<file path="config.mk">
export PLATFORM = sky130hd
export DESIGN_NAME = riscv_wb_collect
export DESIGN_NICKNAME = d
export VERILOG_FILES = /design/src/rtl/riscv_wb_collect.sv
export SDC_FILE = /design/constraint.sdc
export NUM_CORES = 1
export LEC_CHECK = 0
export BUFFER_PORTS_ARGS = -buffer_cell sky130_fd_sc_hd__buf_2
export CORE_UTILIZATION = 50
export CTS_CLUSTER_SIZE = 20
export DETAILED_ROUTE_END_ITERATION = 6
export PLACE_DENSITY = 0.86
export SYNTH_ARGS = -nofsm -noshare
export SYNTH_HDL_FRONTEND = slang
export SYNTH_SLANG_ARGS = --single-unit
</file>
<file path="constraint.sdc">
create_clock -name clk -period 3.39 [get_ports clk]
set_input_delay 0.8475 -clock clk [delete_from_list [all_inputs] [get_ports clk]]
set_output_delay 0.8475 -clock clk [all_outputs]
set_load 0.01 [all_outputs]
</file>
<file path="src/rtl/riscv_wb_collect.sv">
// Write-back collector: merges ALU/MUL/DIV results into one in-order stream.
// A small FIFO holds results while the register-file port is stalled.
module riscv_wb_collect #(
    parameter int XLEN  = 32,
    parameter int DEPTH = 4
) (
    input  logic            clk,
    input  logic            rstn,
    input  logic            alu_bubble,
    input  logic [XLEN-1:0] alu_r,
    input  logic            mul_bubble,
    input  logic [XLEN-1:0] mul_r,
    input  logic            div_bubble,
    input  logic [XLEN-1:0] div_r,
    input  logic [4:0]      ex_rd,
    input  logic            wb_stall,
    output logic            wb_we,
    output logic [4:0]      wb_rd,
    output logic [XLEN-1:0] wb_r,
    output logic            wb_full,
    output logic            wb_conflict,
    output logic            wb_overflow
);
    localparam int AW = $clog2(DEPTH);
    localparam int CW = AW + 1;

    typedef struct packed {
        logic [4:0]      rd;
        logic [XLEN-1:0] r;
    } wb_entry_t;

    wb_entry_t       mem [DEPTH];
    logic [AW-1:0]   rptr, wptr;
    logic [CW-1:0]   count, count_nxt;

    logic            in_valid, multi, enq, deq, push, is_full;
    logic [XLEN-1:0] sel_r;
    wb_entry_t       head;

    always_comb begin
        in_valid = ~div_bubble | ~mul_bubble | ~alu_bubble;
        multi    = (~div_bubble & ~mul_bubble) | (~div_bubble & ~alu_bubble) |
                   (~mul_bubble & ~alu_bubble);
        if (!div_bubble)      sel_r = div_r;
        else if (!mul_bubble) sel_r = mul_r;
        else                  sel_r = alu_r;
    end

    assign is_full = (count == CW'(DEPTH));
    assign enq     = in_valid && (ex_rd != 5'd0);
    assign deq     = wb_we && !wb_stall;
    // At full, a same-cycle dequeue frees the slot the new entry takes.
    assign push    = enq && (!is_full || deq);

    always_comb begin
        count_nxt = count;
        case ({push, deq})
            2'b10:   count_nxt = count + CW'(1);
            2'b01:   count_nxt = count - CW'(1);
            default: count_nxt = count;
        endcase
    end

    always_ff @(posedge clk) begin
        if (!rstn) begin
            rptr        <= '0;
            wptr        <= '0;
            count       <= '0;
            wb_full     <= 1'b0;
            wb_conflict <= 1'b0;
            wb_overflow <= 1'b0;
        end else begin
            if (push) wptr <= wptr + AW'(1);
            if (deq)  rptr <= rptr + AW'(1);
            count       <= count_nxt;
            // Raised one entry early so the in-flight result still fits.
            wb_full     <= (count_nxt >= CW'(DEPTH - 1));
            wb_conflict <= multi;
            wb_overflow <= wb_overflow | (enq & is_full & ~deq);
        end
    end

    always_ff @(posedge clk) begin
        if (rstn && push) mem[wptr] <= '{rd: ex_rd, r: sel_r};
    end

    assign head  = mem[rptr];
    assign wb_we = (count != '0);
    assign wb_rd = wb_we ? head.rd : 5'd0;
    assign wb_r  = wb_we ? head.r  : '0;

endmodule
</file>
==> metrics.txt <==
worst setup skew after layout=about 0.011 ns; category of the critical setup timing path=reg -> out; library cell contributing the largest single delay on the critical path=dfxtp_2; vias in the first global route=just over 4k; number of core rows=42; final weighted congestion in routability-driven placement=about 0.77; worst hold path type=reg -> reg; Max Transition Viols Final=0; Pleak=roughly 3.2 nW; Seq/Total Area, Yosys=0.684; WHS=0.469 ns; count of filler cells inserted in the layout=940; H-tree depth=4; dominant register cell in the synthesized netlist=edfxtp_1; ratio of final minimum period to clock period=0.862; worst reg2reg path endpoint=wb_full$_SDFF_PN0_; clock latency on the worst-skew pair=roughly 0.42 ns; reg2reg setup slack=roughly 0.85 ns; worst flop-to-flop path startpoint=count[1]$_SDFF_PN0_; leading cell type by number of instances after synthesis=edfxtp_1; first-pass GRT wire length=approximately 21000 µm; starting utilization of the core area=0.515; GRT Util Overall=0.202; cells resized by post-CTS repair=0; maximum net fanout on the critical path=19; leftover overflow at the end of global routing=0; placeable core region=around 13000 µm²; DRC marker count from the first detailed-route iteration=253; setup repair after global routing missed its margin=no; final non-filler cell total=751; post-DR wirelength/cell=~18 µm; number of enable-type register cells in the synthesized netlist=roughly 150; root buffer cell=clkbuf_16; highest clock frequency the design can meet=approximately 0.34 GHz; CTS sink cnt=160; Final HPWL DP=between 8000 and 9000 µm; destination of the worst hold path=wb_overflow$_SDFF_PN0_; worst slew pin tran=slightly below 1 ns; Inserted Diodes=0; CTS tree=done; shortest period the worst path allows=slightly below 3 ns; data arrival at the endpoint of the critical path=2.07 ns; ordered list of cells on the worst path=buf_4, mux4_2, nor2b_1, buf_2; initial antenna violation count=0; synthesized flop and latch total=160; placed cell count=719; result of the run=finished, final reports clean; overall routed net length=around 13000 µm; DR pass1 iterations=5; count of vias placed by the detailed router=just over 4k; max-slew headroom at the worst pin=0.340; Critical Path Sink Type=output pin; post-route cell area=8390 µm²; count of cell types in the netlist=32; largest delay contributor family on the critical path=flip-flops; area of the multi-input gates=~2100 µm²; most instantiated cells after synthesis=148 x edfxtp_1, 39 x nor2b_1, 37 x mux4_2, 37 x nor2_1, 34 x mux2i_1; CTS Hold Buffers Added=0; leading area contributor after synthesis=edfxtp_1; Worst Setup Start Kind=register; hold wc startpoint=wb_overflow$_SDFF_PN0_; placed instance area=just under 8000 µm²; maximum number of pins on one net before global-route repair=67; synthesized area=a little under 7000 µm²; WHS Path Cells=1; remaining antenna violation count after routing=0; number of placed I/O pins=approximately 150; setup TNS after final layout=0 ns; maximum vdd drop=roughly 0.00049 V; final number of hold-violating endpoints=0; Crit path required time=2.54 ns; maximum cell stage delay along the critical path=0.66 ns; Setup Buffers After CTS=0; top cells by area, synth=edfxtp_1 65%, mux4_2 12%, mux2i_1 5.0%, nor2b_1 3.6%, dfxtp_1 3.5%; Maximum Capacitance Violations=0; post-detailed-route DRC marker count=0; cells after synthesis=between 400 and 500; clock slew at reported path FFs=around 0.070 ns; Syn-to-layout area delta=22.4%; FF-to-FF path depth=10; Inserted Clock Buffers=17; Die Ht=119 µm; proportion of register bits with asynchronous set or reset after synthesis=0; number of nets in the final layout=674; Crit path buffers/inverters=2; FF/Latch Area=4690 µm²; die outline area=approximately 14000 µm²; area share of the largest cell type after synthesis=0.649; fraction of layout instances using a drive strength above 1=0.405; DIE WIDTH=~120 µm; yosys warns=0; Mean Syn Cell Area=around 17 µm²; power density cells=approximately 700 nW/µm²; input/output buffers=approximately 150; Longest Clk Path Bufs=2; post-synthesis net count=approximately 520; total of endpoints with negative setup slack in the final report=0; Vias per Instance=roughly 5.4
cell usage in the layout, fill, tap and decap left out, types with 5 or more instances in the layout:
cell type	netlist	layout
nor2_1	37	37
nor2b_1	39	39
mux2i_1	34	34
dfxtp_1	12	10
mux4_2	37	37
and2_1	5	5
clkbuf_16	0	17
a21oi_1	33	33
edfxtp_1	148	148
inv_1	6	6
buf_4	0	8
buf_2	7	147
layout make-up:
cell class              count  share of cell area
flip-flops and latches    160               0.559
multi-input cells         222               0.245
repair buffers            155              0.0949
clock buffers              18              0.0524
well taps                 176              0.0263
clock inverters            14              0.0197
inverters                   6             0.00269
cell families after synthesis:
logic type	share of synthesized area
flops	0.684
mux	0.171
xor+xnor	0.00511
compound gates	0.0362
buf+inv	0.0177
simple gates	0.0758
fa+ha+maj	0.0102
worst max-delay path by stage:
stage | to | startpoint | cells past startpoint
2_1_floorplan | mem[0][0]$_DFFE_PP_ | mul_bubble | 5
3_3_place_gp | wb_full$_SDFF_PN0_ | ex_rd[0] | 10
3_5_place_dp | wb_full$_SDFF_PN0_ | ex_rd[0] | 10
4_1_cts | wb_r[24] | register | 4
5_1_grt | wb_r[24] | register | 4
6_report | wb_r[24] | register | 4
flip-flops by register name, summed over array words and instances, names as in the netlist, named ones only:
register and flops:
rptr 2, wb_full 1, mem 148, wptr 2
count 3, wb_conflict 1, wb_overflow 1
through the flow:
stage	utilization	power (mW)	worst slack (ns)
final	0.631	5.94	0.468
after global routing	0.631	6.22	0.346
after CTS	0.631	5.99	0.430
after detailed placement	0.585	4.07	0.176
after global placement	0.585	4.01	0.315
after floorplan	-	3.49	0.469
layer usage:
layer | wire, µm | GRT usage | vias up
met5 | 0 | 0 | -
met4 | 106 | 0.0593 | 0
met3 | 965 | 0.0584 | 8
met2 | 6560 | 0.329 | 165
met1 | 5630 | 0.265 | 1984
li1 | - | - | 1885
where the power goes:
part / leakage [nW] / total, mW / switching, mW / internal (mW)
Clock: 0.287 / 1.93 / 0.754 / 1.17
Combinational: 1.42 / 1.54 / 0.831 / 0.714
Sequential: 1.45 / 2.46 / 0.0795 / 2.38
Total: 3.15 / 5.94 / 1.66 / 4.27
(Power assumes the default switching activity.)
